## src/rtl/mem_port_arbiter.sv

```systemverilog
// Arbiter sharing one fixed-latency single-port memory between the fetch (IF)
// and load/store (LS) ports; LS has priority, IF is forced after STARVE_LIMIT losses.
module mem_port_arbiter #(
  parameter int unsigned MEM_LATENCY  = 1,
  parameter int unsigned STARVE_LIMIT = 4
) (
  input  logic        SYS_clk,
  input  logic        SYS_reset,
  input  logic        IF_req,
  input  logic [31:0] IF_addr,
  output logic        IF_ack,
  output logic [31:0] IF_rdata,
  input  logic        LS_req,
  input  logic        LS_we,
  input  logic [31:0] LS_addr,
  input  logic [31:0] LS_wdata,
  input  logic [1:0]  LS_length,
  input  logic        LS_signed,
  output logic        LS_ack,
  output logic [31:0] LS_rdata,
  output logic        M_en,
  output logic        M_we,
  output logic [31:0] M_addr,
  output logic [31:0] M_wdata,
  output logic [1:0]  M_length,
  output logic        M_signed,
  input  logic [31:0] M_rdata,
  output logic        busy,
  output logic        grant_owner
);

  typedef enum logic [1:0] {
    S_IDLE,
    S_ISSUE,
    S_WAIT,
    S_RESP
  } state_t;

  localparam logic [3:0] LAT_L    = 4'(MEM_LATENCY);
  localparam logic [3:0] STARVE_L = 4'(STARVE_LIMIT);

  state_t      state_q;
  logic [3:0]  starve_q;
  logic [3:0]  wait_q;
  logic        owner_q;
  logic        busy_q;
  logic        if_ack_q;
  logic        ls_ack_q;
  logic [31:0] if_rdata_q;
  logic [31:0] ls_rdata_q;
  logic        m_en_q;
  logic        m_we_q;
  logic [31:0] m_addr_q;
  logic [31:0] m_wdata_q;
  logic [1:0]  m_length_q;
  logic        m_signed_q;
  logic        pick_if;

  always_comb begin
    pick_if = IF_req && (!LS_req || (starve_q == STARVE_L));
  end

  // The M_* registers double as the latched request fields, so the memory sees
  // the access in the ISSUE cycle straight after the grant.
  always_ff @(posedge SYS_clk) begin
    if (SYS_reset) begin
      state_q    <= S_IDLE;
      starve_q   <= '0;
      wait_q     <= '0;
      owner_q    <= 1'b0;
      busy_q     <= 1'b0;
      if_ack_q   <= 1'b0;
      ls_ack_q   <= 1'b0;
      if_rdata_q <= '0;
      ls_rdata_q <= '0;
      m_en_q     <= 1'b0;
      m_we_q     <= 1'b0;
      m_addr_q   <= '0;
      m_wdata_q  <= '0;
      m_length_q <= '0;
      m_signed_q <= 1'b0;
    end else begin
      if_ack_q <= 1'b0;
      ls_ack_q <= 1'b0;
      m_en_q   <= 1'b0;
      case (state_q)
        S_IDLE: begin
          if (IF_req || LS_req) begin
            state_q <= S_ISSUE;
            busy_q  <= 1'b1;
            m_en_q  <= 1'b1;
            owner_q <= !pick_if;
            if (pick_if) begin
              m_we_q     <= 1'b0;
              m_addr_q   <= IF_addr;
              m_length_q <= 2'b11;
              m_signed_q <= 1'b0;
              starve_q   <= '0;
            end else begin
              m_we_q     <= LS_we;
              m_addr_q   <= LS_addr;
              m_wdata_q  <= LS_wdata;
              m_length_q <= LS_length;
              m_signed_q <= LS_signed;
              if (!IF_req) begin
                starve_q <= '0;
              end else if (starve_q != STARVE_L) begin
                starve_q <= starve_q + 4'd1;
              end
            end
          end
        end
        S_ISSUE: begin
          wait_q  <= LAT_L;
          state_q <= S_WAIT;
        end
        S_WAIT: begin
          wait_q <= wait_q - 4'd1;
          if (wait_q == 4'd1) begin
            state_q <= S_RESP;
            if (owner_q) begin
              ls_rdata_q <= m_we_q ? '0 : M_rdata;
              ls_ack_q   <= 1'b1;
            end else begin
              if_rdata_q <= M_rdata;
              if_ack_q   <= 1'b1;
            end
          end
        end
        S_RESP: begin
          state_q <= S_IDLE;
          busy_q  <= 1'b0;
        end
        default: state_q <= S_IDLE;
      endcase
    end
  end

  assign IF_ack      = if_ack_q;
  assign IF_rdata    = if_rdata_q;
  assign LS_ack      = ls_ack_q;
  assign LS_rdata    = ls_rdata_q;
  assign M_en        = m_en_q;
  assign M_we        = m_we_q;
  assign M_addr      = m_addr_q;
  assign M_wdata     = m_wdata_q;
  assign M_length    = m_length_q;
  assign M_signed    = m_signed_q;
  assign busy        = busy_q;
  assign grant_owner = owner_q;

endmodule

```

## config.mk

```make
export PLATFORM = sky130hd
export DESIGN_NAME = mem_port_arbiter
export DESIGN_NICKNAME = d
export VERILOG_FILES = /design/src/rtl/mem_port_arbiter.sv
export SDC_FILE = /design/constraint.sdc
export NUM_CORES = 1
export LEC_CHECK = 0
export BUFFER_PORTS_ARGS = -buffer_cell sky130_fd_sc_hd__clkbuf_2
export CAP_MARGIN = 20
export CORE_AREA = 2 2 145 119
export CTS_CLUSTER_DIAMETER = 200
export DETAILED_ROUTE_END_ITERATION = 8
export DIE_AREA = 0 0 147 121
export PLACE_DENSITY_LB_ADDON = 0.08
export SYNTH_ARGS = -nofsm -noshare
export SYNTH_HDL_FRONTEND = slang
export SYNTH_SLANG_ARGS = --single-unit
```

## constraint.sdc

```tcl
create_clock -name SYS_clk -period 2.5 [get_ports SYS_clk]
set_clock_uncertainty 0.05 [all_clocks]
set_input_delay 0.375 -clock SYS_clk [delete_from_list [all_inputs] [get_ports SYS_clk]]
set_output_delay 0.375 -clock SYS_clk [all_outputs]
set_load 0.005 [all_outputs]
```

Word level (Yosys, flattened, before mapping). Cells that the tools add are included.

Word-level logic and storage cells: 65. Input port bits: 136. Bits in registers: 147.

Mux-type cells: 17. Bitwise operators: 5. Add/subtract/negate cells: 2. Equal/unequal tests: 9. Reduce and logical (&&, ||, !) cells: 17.

Operators with widths (count): $mux W32 (2); $mux W4 (3); $reduce_and A3 Y1 (4); $pmux W2 S4 (1); $pmux W4 S2 (1); $mux W1 (6); $mux W2 (3); $reduce_and A2 Y1 (3); $not A1 Y1 (5); $add A4 B1 Y4 const B (1); $eq A2 B2 Y1 const B (2); $eq A4 B1 Y1 const B (1); $eq A4 B3 Y1 const B (1); $ne A2 B2 Y1 const B (2); $ne A4 B3 Y1 const B (1); $reduce_bool A2 Y1 (2); $sub A4 B1 Y4 const B (1); $ne A3 B1 Y1 const B (1); $reduce_or A3 Y1 (1); $eq A2 B1 Y1 const B (1); $logic_not A1 Y1 (2); $logic_not A2 Y1 (1); $logic_or A1 B1 Y1 (2); $pmux W1 S2 (1); other kinds (2) (2).

Logic depth before layout (Yosys ltp).
Depth after elaboration: 5. Mapped depth: 8. Mapped depth without buffers: 5.

Worst setup path before layout. OpenSTA, ideal clock, no wires.

Path kind: reg-to-reg. Start: register state_q[0]. End: register ls_rdata_q[15] (netlist: LS_rdata[15]). Setup time: 0.070 ns. Data arrival time: 1.455 ns. Cell stages (with the launch flop): 9. Slack: 0.925 ns. Data required time: 2.380 ns. Clock period less this slack: 1.575 ns. Cells stage by stage: dfxtp_1 inv_1 ha_1 buf_4 and4bb_2 buf_2 buf_2 nand4b_1 a21oi_1.

Word-level cells in the longest chain between the ends: 2.

RTL lines: start: declaration (RTL line 42) `state_t state_q;`; start signal: assignment (RTL line 67) `state_q <= S_IDLE;`; start signal: assignment (RTL line 89) `state_q <= S_ISSUE;`; start signal: assignment (RTL line 115) `state_q <= S_WAIT;`; $eq A2 B2 Y1 (RTL line 86) `case (state_q)`; $reduce_and A3 Y1 (no line); end signal: assignment (RTL line 122) `ls_rdata_q <= m_we_q ? '0 : M_rdata;`; end: declaration (RTL line 50) `logic [31:0] ls_rdata_q;`.

Every way passes these cells. A chain may end at the register's enable or synchronous reset.

Worst setup path after layout.
Start: register owner_q (netlist: grant_owner). End: output port grant_owner.

RTL lines: start: declaration (RTL line 45) `logic owner_q;`; start signal: assignment (RTL line 92) `owner_q <= !pick_if;`; end: declaration (RTL line 29) `output logic grant_owner`.

No word-level cell between the ends.

==> results.md <==
- Setup violations remaining at the end of the flow were counted as 0.
- The root buffer cell chosen for the clock tree is clkbuf_16.
- Of the available clock period, the critical path in the final layout requires 0.7828.
- The number of nets produced by synthesis is 874.
- After synthesis the netlist holds a flip-flop and latch count of 147.
- The maximum root-to-sink buffer count is 2.
- The average wire per cell in the routed design is 15.75 µm.
- The critical path goes through buf_4 > clkbuf_2.
- In this run the worst hold path is classified as primary input to flop.
- For this run, design rule violations remaining after detail routing come to 0.
- The leakage power total is 3.702 nW.
- The area overhead of the layout relative to synthesis is 33.19%.
- The TritonCTS clock tree is yes.
- The post-synthesis cell type with the largest combined area is dfxtp_1.
- The post-synthesis instance area is 6405 µm².
- The flow ran to the end, and the final reports show no timing, DRC or antenna violations.
- The largest driver fanout on the critical path is between 60 and 70.
- Total power for the finished layout comes to ~0.008 W.
- The total area inside the core boundary comes to between 15000 and 20000 µm².
- Adding up every negative setup slack in the final design gives 0 ps.
- The predominant post-synthesis flop cell is dfxtp_1.
- The cell with the largest stage delay on the worst path is buf_4.
- In this run, CTS created clock tree buffers numbering 17.
- Setup slack on the worst reg-to-reg path comes out at 610 ps.
- Using the TritonRoute via totals, the vias-per-cell ratio works out to 5.164.
- The full die area is 17790 µm².
- Of all flip-flops after synthesis, the portion carrying an async set or reset was 0.
- The top cell type's share of synthesized area is 0.4595.
- Of the cells placed in the final design, the portion with a size suffix greater than 1 is 0.3419.
- The cell class contributing the biggest share of worst-path delay is buffers and inverters.
- Ranked by total cell area, the synthesized netlist is headed by dfxtp_1 46%, a21oi_1 5.5%, o21ai_0 5.2%, and4b_1 5.0%, mux2i_1 5.0%.
- Headroom to the max-slew limit came out at 0.5449.
- In this run the number of H-tree levels came out at 4.
- The core occupancy in the finished layout is 0.5237.
- The number of diodes is 0.
- From bottom edge to top edge, the die measures 121 µm.
- For the pin with the worst max-slew slack, the measured transition is 682.6 ps.
- For this run, the total global-route usage over all layers was measured as 0.2070.
- The synthesized design contains 0 enable-type register cells.
- The I/O pin count is 273.
- The routability-driven placement congestion ratio is 0.8124.
- The synthesized netlist contains between 40 and 50 unique library cells.
- The required time of the critical path is 2080 ps.
- The final number of hold-violating endpoints is 0.
- The first routing iteration left roughly 420 violations.
- The sequential fraction of the synthesis area is 0.4595.
- After detailed placement, the design holds a cell count of around 1.2k.
- For this configuration, the core starts out at a cell density of 0.3932.
- Max-cap violations in this run came to 0.
- The type of the worst setup path is flop to output port.
- STA classifies the critical path endpoint as an output port.
- Synthesis produced 730 cells.
- Timing would allow up to around 500 MHz.
- Setup repair after global routing left no endpoint under its margin.
- The buffer and inverter count on the worst path is 2.
- Power spread over the standard cell area amounts to approximately 940 nW/µm².
- The initialized floorplan defines 42 standard-cell rows.
- Gates resized during post-CTS repair numbered 0.
- The placed wire-length estimate after detailed placement is between 10 and 15 mm.
- The largest stage delay on the critical path is 520 ps.
- The floorplan step set the die width to 147 µm.
- The global route total overflow is 0.
- The pre-antenna-repair detailed-routing pass consisted of 5 iterations.
- The number of nets in the final layout is roughly 1.1k.
- After clock tree synthesis, the clock-pin slew on the worst setup and hold paths is ~60 ps.
- Once the clock tree was built, the setup fixing pass inserted 0 buffers.
- The initial antenna violation count came to 0.
- The peak supply drop is about 0.00062 V.
- The via count of the first global-routing pass is 5717.
- The time the worst path needs with I/O delays and setup is 1957 ps.
- The via count of the routed design is just over 6k.
- The clock sink count is 147.
- The remaining number of nets flagged by the antenna check after routing is 0.
- The wire length of the first global-routing pass is 29.81 mm.
- The per-instance average area after synthesis is 8.774 µm².
- The filler-free cell count of the finished design is 1194.
- The final number of max-transition violations is 0.
- The number of synthesis warnings is 0.
- At the worst endpoint, the arrival time is 1530 ps.
- During placement, the flow inserted port buffers numbering 272.
- Entering global routing, the biggest net connects 68 pins.
- The number of buffers inserted for hold repair after clock tree synthesis is 0.
- STA classifies the critical path startpoint as a flop.
- The later pin in the worst-skew pair is clocked with a latency of 420 ps.
- The wire length after detailed routing is 18.81 mm.
## flip-flops by register name, indices dropped and copies added (netlist names), 2 cells and up
signal / count
M_length: 2
wait_q: 4
M_wdata: 32
starve_q: 4
state_q: 2
LS_rdata: 32
IF_rdata: 32
M_addr: 32
## placed cells by master (no fill, tap or decap), types with 2 or more instances in the layout
master      count
nor4_1         32
bufinv_16       4
nand4_1         2
clkbuf_16      17
clkinv_4        3
clkbuf_8        2
and2_1          2
clkbuf_1        2
inv_1           9
a211oi_1       35
buf_12          4
o22ai_1         2
and4b_1        32
nand2b_1        3
o21ai_0        67
nand4b_1       34
nand3_1        35
or3_1           2
dfxtp_1       146
nor2_1         40
mux2i_1        32
nor2b_1         2
nand2_1        69
a31oi_1         2
clkbuf_2      271
ha_1            8
buf_4          19
a21oi_1        70
nor3_1          3
clkinvlp_4      2
## final cells by class
cell class	count	area, µm²
Clock inverter	11	175.2
Tap cell	220	275.3
Inverter	10	37.54
Sequential cell	147	2944
Fill cell	1605	7760
Timing Repair Buffer	294	1579
Clock buffer	21	460.4
Multi-Input combinational cell	491	3059
## worst reg2reg max path: cells and delay by family (launching register included)
| kind | cells | cell delay (ps) |
|---|---|---|
| AO/OA/AOI/OAI | 2 | 510 |
| adder cells (fa/ha/maj) | 1 | 420 |
| buffers and inverters | 2 | 370 |
| flip-flops | 1 | 310 |
| AND/OR/NAND/NOR | 1 | 80 |
## worst paths after layout
path | from | end | cells past startpoint
setup / recovery | grant_owner | grant_owner | 2
hold / removal | LS_wdata[29] | M_wdata[29] | 3
setup reg to reg | state_q[0] | M_addr[27] | 6
hold reg to reg | M_wdata[19] | M_wdata[19] | 2
## per-layer routing
metal  track usage  wire length (µm)
met3       0.05677              1257
met1        0.2840              8685
met5             0                 0
met4       0.07632               392
met2        0.3122              8474
## Yosys cell counts, types with 2 or more instances
cell       count
nand3_1       35
a21oi_1       70
buf_6          4
nand4bb_1      2
nand4b_1      34
or3_1          2
and3_1         2
nor2_1        40
nand2b_1       3
nor3_1         3
dfxtp_1      147
o22ai_1        2
o21ai_0       67
and2_1         2
nor2b_1        2
ha_1           8
buf_1          2
buf_2         24
nand2_1       69
a211oi_1      35
inv_1          9
a31oi_1        2
nor4_1        32
mux2i_1       32
and4b_1       32
clkbuf_1      51
nand4_1        2
## report_power, final
group          total (W)  leakage (nW)  internal, W  switching, W
combinational    0.00234          2.20     0.000961       0.00138
clock            0.00272         0.304      0.00173      0.000995
sequential       0.00293          1.20      0.00272      0.000209
## through the flow
step           hold slack (ps)  setup WS [ps]  area, µm²
4_1_cts                  111.9          542.1       8531
5_1_grt                  125.1          397.4       8531
3_5_place_dp             399.4          621.7       7895
2_1_floorplan            401.1          924.7       6405
3_3_place_gp             394.6          674.1       7895
6_report                 127.5          543.0       8531
## cells by family after synthesis
logic type,after synthesis,synth area share
DFF,147,0.4595
AOI/OAI and AO/OA,183,0.1612
muxes,32,0.05001
and+or+nand+nor,268,0.2499
buffers and inverters,92,0.06388
adders and majority gates,8,0.01563
(Power assumes the default switching activity.)
